**src/rtl/seg_display_ctrl.sv**
```systemverilog
// seg_display_ctrl: four-digit multiplexed seven-segment display controller
// with a small memory-mapped register file (DIGITS, CTRL, STATUS).
//
// Optional feature: define SEG_BLINK_EN to compile in display blinking.
// Without it, CTRL bit1 is ignored on write and reads back as 0.
//
// Timing model: segments/an are registered from the current scan state, so
// they show idx and d[idx] one clock after either one changes.

module seg_display_ctrl #(
    parameter int unsigned REFRESH_CYCLES = 50000,
    parameter int unsigned BLINK_TICKS    = 64
) (
    input  logic        clk,
    input  logic        reset,
    input  logic        we,
    input  logic [3:0]  addr,
    input  logic [31:0] wdata,
    output logic [31:0] rdata,
    output logic [6:0]  segments,
    output logic [3:0]  an
);

    localparam int unsigned CNT_W = (REFRESH_CYCLES > 1) ? $clog2(REFRESH_CYCLES) : 1;
    localparam logic [CNT_W-1:0] CNT_LAST = CNT_W'(REFRESH_CYCLES - 1);

    localparam logic [3:0] ADDR_DIGITS = 4'h0;
    localparam logic [3:0] ADDR_CTRL   = 4'h4;
    localparam logic [3:0] ADDR_STATUS = 4'h8;

    localparam logic [4:0] CODE_BLANK = 5'd16;
    localparam logic [6:0] SEG_OFF    = 7'h7F;
    localparam logic [3:0] AN_OFF     = 4'hF;

    // Glyph ROM: active-low segments, bit0 = a ... bit6 = g.
    function automatic logic [6:0] seg_decode(input logic [4:0] code);
        logic [6:0] seg;
        case (code)
            5'd0:    seg = 7'h40;
            5'd1:    seg = 7'h79;
            5'd2:    seg = 7'h24;
            5'd3:    seg = 7'h30;
            5'd4:    seg = 7'h19;
            5'd5:    seg = 7'h12;
            5'd6:    seg = 7'h02;
            5'd7:    seg = 7'h78;
            5'd8:    seg = 7'h00;
            5'd9:    seg = 7'h10;
            5'd10:   seg = 7'h08;   // A
            5'd11:   seg = 7'h03;   // b
            5'd12:   seg = 7'h46;   // C
            5'd13:   seg = 7'h21;   // d
            5'd14:   seg = 7'h06;   // E
            5'd15:   seg = 7'h0E;   // F
            5'd17:   seg = 7'h09;   // H
            5'd18:   seg = 7'h47;   // L
            5'd19:   seg = 7'h0C;   // P
            5'd20:   seg = 7'h41;   // U
            5'd21:   seg = 7'h3F;   // dash
            default: seg = SEG_OFF; // 16 and 22..31 are blank
        endcase
        return seg;
    endfunction

    // Architectural state
    logic [3:0][4:0]   digits_q, digits_d;
    logic              en_q, en_d;
    logic [CNT_W-1:0]  cnt_q, cnt_d;
    logic [1:0]        idx_q, idx_d;
    logic [31:0]       rdata_q, rdata_d;
    logic [6:0]        seg_q, seg_d;
    logic [3:0]        an_q, an_d;

    logic wr_digits;
    logic wr_ctrl;
    logic scan_run;
    logic scan_adv;
    logic blank;
    logic [1:0] ctrl_rd;

    assign wr_digits = we && (addr == ADDR_DIGITS);
    assign wr_ctrl   = we && (addr == ADDR_CTRL);

    // Scan runs only while enable is both held and staying set, so a clear
    // zeroes counter and idx on the very edge that takes the write.
    assign scan_run = en_q && en_d;
    assign scan_adv = scan_run && (cnt_q == CNT_LAST);

    // Register-file writes
    always_comb begin
        digits_d = digits_q;
        en_d     = en_q;
        if (wr_digits) begin
            digits_d = {wdata[28:24], wdata[20:16], wdata[12:8], wdata[4:0]};
        end
        if (wr_ctrl) begin
            en_d = wdata[0];
        end
    end

    // Refresh counter and digit index
    always_comb begin
        cnt_d = cnt_q;
        idx_d = idx_q;
        if (!scan_run) begin
            cnt_d = '0;
            idx_d = '0;
        end else if (scan_adv) begin
            cnt_d = '0;
            idx_d = idx_q + 2'd1;
        end else begin
            cnt_d = cnt_q + CNT_W'(1);
        end
    end

`ifdef SEG_BLINK_EN
    localparam int unsigned TICK_W = (BLINK_TICKS > 1) ? $clog2(BLINK_TICKS) : 1;
    localparam logic [TICK_W-1:0] TICK_LAST = TICK_W'(BLINK_TICKS - 1);

    logic              blink_q, blink_d;
    logic              phase_q, phase_d;
    logic [TICK_W-1:0] tick_q, tick_d;

    // Blink control bit and phase toggling every BLINK_TICKS digit advances
    always_comb begin
        blink_d = wr_ctrl ? wdata[1] : blink_q;
        tick_d  = tick_q;
        phase_d = phase_q;
        if (!scan_run) begin
            tick_d  = '0;
            phase_d = 1'b0;
        end else if (scan_adv) begin
            if (tick_q == TICK_LAST) begin
                tick_d  = '0;
                phase_d = ~phase_q;
            end else begin
                tick_d = tick_q + TICK_W'(1);
            end
        end
    end

    // Blink state registers
    always_ff @(posedge clk or posedge reset) begin
        if (reset) begin
            blink_q <= 1'b0;
            phase_q <= 1'b0;
            tick_q  <= '0;
        end else begin
            blink_q <= blink_d;
            phase_q <= phase_d;
            tick_q  <= tick_d;
        end
    end

    assign blank   = blink_q && phase_q;
    assign ctrl_rd = {blink_q, en_q};
`else
    assign blank   = 1'b0;
    assign ctrl_rd = {1'b0, en_q};
`endif

    // Display output drive, computed from the current scan state
    always_comb begin
        seg_d = SEG_OFF;
        an_d  = AN_OFF;
        if (en_q && !blank) begin
            seg_d = seg_decode(digits_q[idx_q]);
            an_d  = ~(4'b0001 << idx_q);
        end
    end

    // Read mux; result is registered so rdata lags addr by one cycle
    always_comb begin
        case (addr)
            ADDR_DIGITS: rdata_d = {3'b000, digits_q[3], 3'b000, digits_q[2],
                                    3'b000, digits_q[1], 3'b000, digits_q[0]};
            ADDR_CTRL:   rdata_d = {30'b0, ctrl_rd};
            ADDR_STATUS: rdata_d = {30'b0, idx_q};
            default:     rdata_d = 32'h0;
        endcase
    end

    // State and output registers
    always_ff @(posedge clk or posedge reset) begin
        if (reset) begin
            digits_q <= {4{CODE_BLANK}};
            en_q     <= 1'b0;
            cnt_q    <= '0;
            idx_q    <= '0;
            rdata_q  <= 32'h0;
            seg_q    <= SEG_OFF;
            an_q     <= AN_OFF;
        end else begin
            digits_q <= digits_d;
            en_q     <= en_d;
            cnt_q    <= cnt_d;
            idx_q    <= idx_d;
            rdata_q  <= rdata_d;
            seg_q    <= seg_d;
            an_q     <= an_d;
        end
    end

    assign rdata    = rdata_q;
    assign segments = seg_q;
    assign an       = an_q;

    // Padding bits between the packed digit fields carry no meaning.
    logic unused_wdata;
    assign unused_wdata = ^{wdata[31:29], wdata[23:21], wdata[15:13], wdata[7:5]};

endmodule
```
**config.mk**
```make
export PLATFORM = sky130hd
export DESIGN_NAME = seg_display_ctrl
export DESIGN_NICKNAME = d
export VERILOG_FILES = /design/src/rtl/seg_display_ctrl.sv
export SDC_FILE = /design/constraint.sdc
export NUM_CORES = 1
export LEC_CHECK = 0
export CAP_MARGIN = 10
export CORE_ASPECT_RATIO = 1.4
export CORE_UTILIZATION = 64
export DETAILED_ROUTE_END_ITERATION = 16
export DONT_BUFFER_PORTS = 1
export PLACE_DENSITY = 0.8
export SLEW_MARGIN = 5
export SYNTH_ARGS = -nofsm -noshare
export SYNTH_HDL_FRONTEND = slang
export SYNTH_SLANG_ARGS = --single-unit
```
**constraint.sdc**
```tcl
create_clock -name clk -period 4.4 [get_ports clk]
set_input_delay 0.22 -clock clk [delete_from_list [all_inputs] [get_ports clk]]
set_output_delay 0.22 -clock clk [all_outputs]
set_load 0.005 [all_outputs]
```
==> qor.csv <==
metric,value,unit
run status,completed,
Starting Density,0.682,
I/O Buffers,0,
mapped cell area,0.00338,mm²
Max Root-Sink Buffers,2,
Main synth FF type,dfrtp_1,
die width,63.4,µm
VDD IR-drop max,0.314,mV
CP Max Fanout,10,
DRC viols,0,
async set-reset flop share out of synthesis,1.00,
clk_skew,0.00806,ns
Hold Buf Count CTS,3,
CP Capture Type,flop,
Core Area,0.00495,mm²
final count of hold timing violations,0,
syn avg cell area,11.7,µm²
Static Leak,0.00160,µW
vias per cell,5.56,
Post-CTS Setup Repair Bufs,0,
fraction of layout cells with a size suffix above 1,0.208,
post-synthesis register bit count,70,
YS warnings,0,
"Net count, final",345,
Synth top area share,0.407,
I/O Pins,82,
CP startpoint kind,flop,
CP Buf/Inv Count,1,
CTS tree,done,
most common cell in the netlist,dfrtp_1,
Post-synth top cells,"55 x dfrtp_1, 22 x nor2_1, 19 x and2_1, 19 x mux2_2, 15 x dfstp_2",
clk sinks,70,
Switching Fraction,0.285,
Mapped Cells,288,
CTS HTree Levels,3,
GRT Overall Usage,0.230,
cts repair resizes,0,
Final setup viols,0,
crit path DAT,2.71,ns
Required @ worst endpoint,4.67,ns
sequential power share,0.503,
highest-delay cell along the critical path,mux4_2,
pwr/cell area,456,mW/mm²
layout filler cell count,345,
"Slew Viols, Final",0,
Routed Antenna Nets,0,
type of the most critical hold path,primary input to async pin,
"Period Utilization, post-route",0.555,
clock slew at the register clock pins of the worst setup and hold paths,0.08,ns
drt wl/cell,16.2,µm
Synth cell types,48,
critical path class,flop to flop,
gpl congestion,0.861,
Die Area,0.00558,mm²
Worst-Skew Late Latency,0.34,ns
routed via count,2014,
Worst Tran Pin Value,0.862,ns
MaxCap Viol Count,0,
RSZ-0062 raised after global routing,no,
vias in the first global route,1963,
Pre-antenna DRT Iters,4,
Die H,88.0,µm
largest net degree at the start of global routing,71,
TritonCTS Buffers,9,
relative slew slack,0.424,
Tmin final,2.44,ns
Routed WL,5860,µm
Root Buffer,clkbuf_8,
row cnt,30,
"CP delay by family, top",multiplexers,
Slowest Stage Delay on Critical Path,0.65,ns
achievable clock frequency,410,MHz
drt initial violations,108,
initial antenna violation count,0,
grt ovf,0,
DP HPWL,3990,µm
"non-filler cells, final",362,
setup TNS,0,ns
share of the yosys chip area belonging to registers,0.524,
first-pass GRT wire length,9280,µm
P_sw,469,µW
diodes inserted,0,
area added between synthesis and finish,6.93,%
Post-Place Cells,341,
Pint,1180,µW
"EDFF count, synth",0,
crit-path cells,mux4_2 -> inv_1 -> ha_1 -> or2_1 -> a32o_1 -> o21ai_1,
Gate power share,0.184,
top cell type by total area after synthesis,dfrtp_1,
Synth area leaders,"dfrtp_1 41%, dfstp_2 12%, mux2_2 6.3%",
clock power share,0.313,
-- sequential cells by signal (all words and copies together) (netlist names) --
| name | cells |
|---|---|
| cnt_q | 16 |
| en_q | 1 |
| idx_q | 2 |
| an | 4 |
| segments | 7 |
| digits_q | 20 |
| rdata | 20 |
-- power by group through the flow --
stage	registers, µW	logic (µW)	clock network [µW]
floorplan	818	265	0
global placement	837	289	0
detailed placement	841	297	0
CTS	828	302	524
global route	840	338	551
finish	828	303	516
-- layout make-up --
type                       instances  area, µm²  share of cell area
inverter                          12       45.0              0.0125
sequential                        70       1770               0.490
multi-input combinational        194       1460               0.404
clock buffer                      11        141              0.0391
timing repair buffer               6       57.6              0.0159
tap                               64       80.1              0.0222
clock inverter                     5       58.8              0.0163
-- metal layers --
metal / vias up / track usage / wire length (µm)
met5: - / 0 / 0
met4: 0 / 0.114 / 104
met3: 9 / 0.0794 / 289
met2: 51 / 0.387 / 3040
met1: 983 / 0.261 / 2430
li1: 971 / - / -
-- metrics by stage --
stage	util	hold slack, ns	area, µm²	total power (µW)	setup WS, ns
5_1_grt	0.729	0.00140	3610	1730	1.85
3_5_place_dp	0.679	0.299	3360	1140	1.99
3_3_place_gp	0.679	0.297	3360	1130	2.01
6_report	0.729	0.00581	3610	1650	1.96
4_1_cts	0.725	0.00677	3590	1650	1.96
2_1_floorplan	-	0.290	3420	1080	2.26
-- kinds of logic after synthesis --
logic type,synth area share
XOR/XNOR,0.0363
multiplexers,0.124
buffers and inverters,0.0563
AO/OA/AOI/OAI,0.0463
other,0.00111
flip-flops,0.524
AND/OR/NAND/NOR,0.164
adder cells (fa/ha/maj),0.0481
-- cells in the final DEF (no fill, tap or decap), types with 5 or more instances in the layout --
| master | count |
|---|---|
| dlygate4sd3_1 | 5 |
| ha_1 | 13 |
| o21ai_0 | 5 |
| mux2_2 | 19 |
| dfstp_2 | 15 |
| conb_1 | 12 |
| nand2_1 | 14 |
| clkbuf_8 | 10 |
| and2_1 | 19 |
| nor2_1 | 22 |
| inv_1 | 11 |
| dfrtp_1 | 55 |
| xnor2_1 | 12 |
| mux4_2 | 5 |
| nand3_1 | 7 |
| a21oi_1 | 6 |
| mux2i_1 | 8 |
| nor3_1 | 5 |
-- worst paths after layout --
check                               start     endpoint  slack [ns]  cells after the start
worst max-delay path             idx_q[1]  segments[3]        1.96                      6
worst max register to register   idx_q[1]  segments[3]        1.96                      6
worst min-delay path                reset    cnt_q[14]       0.006                      2
worst min register to register   cnt_q[0]     cnt_q[0]        0.49                      1
max in group asynchronous           reset     cnt_q[5]        3.83                      2
min in group clk                wdata[10]  digits_q[7]        0.02                      1
-- worst register-to-register path, delay by kind of cell (launching register included) --
kind            cells  cell delay, ns
compound gates      2            0.39
simple gates        1            0.24
flops               1            0.64
buf+inv             1            0.19
fa+ha+maj           1            0.26
mux                 1            0.66
(Power assumes the default switching activity.)
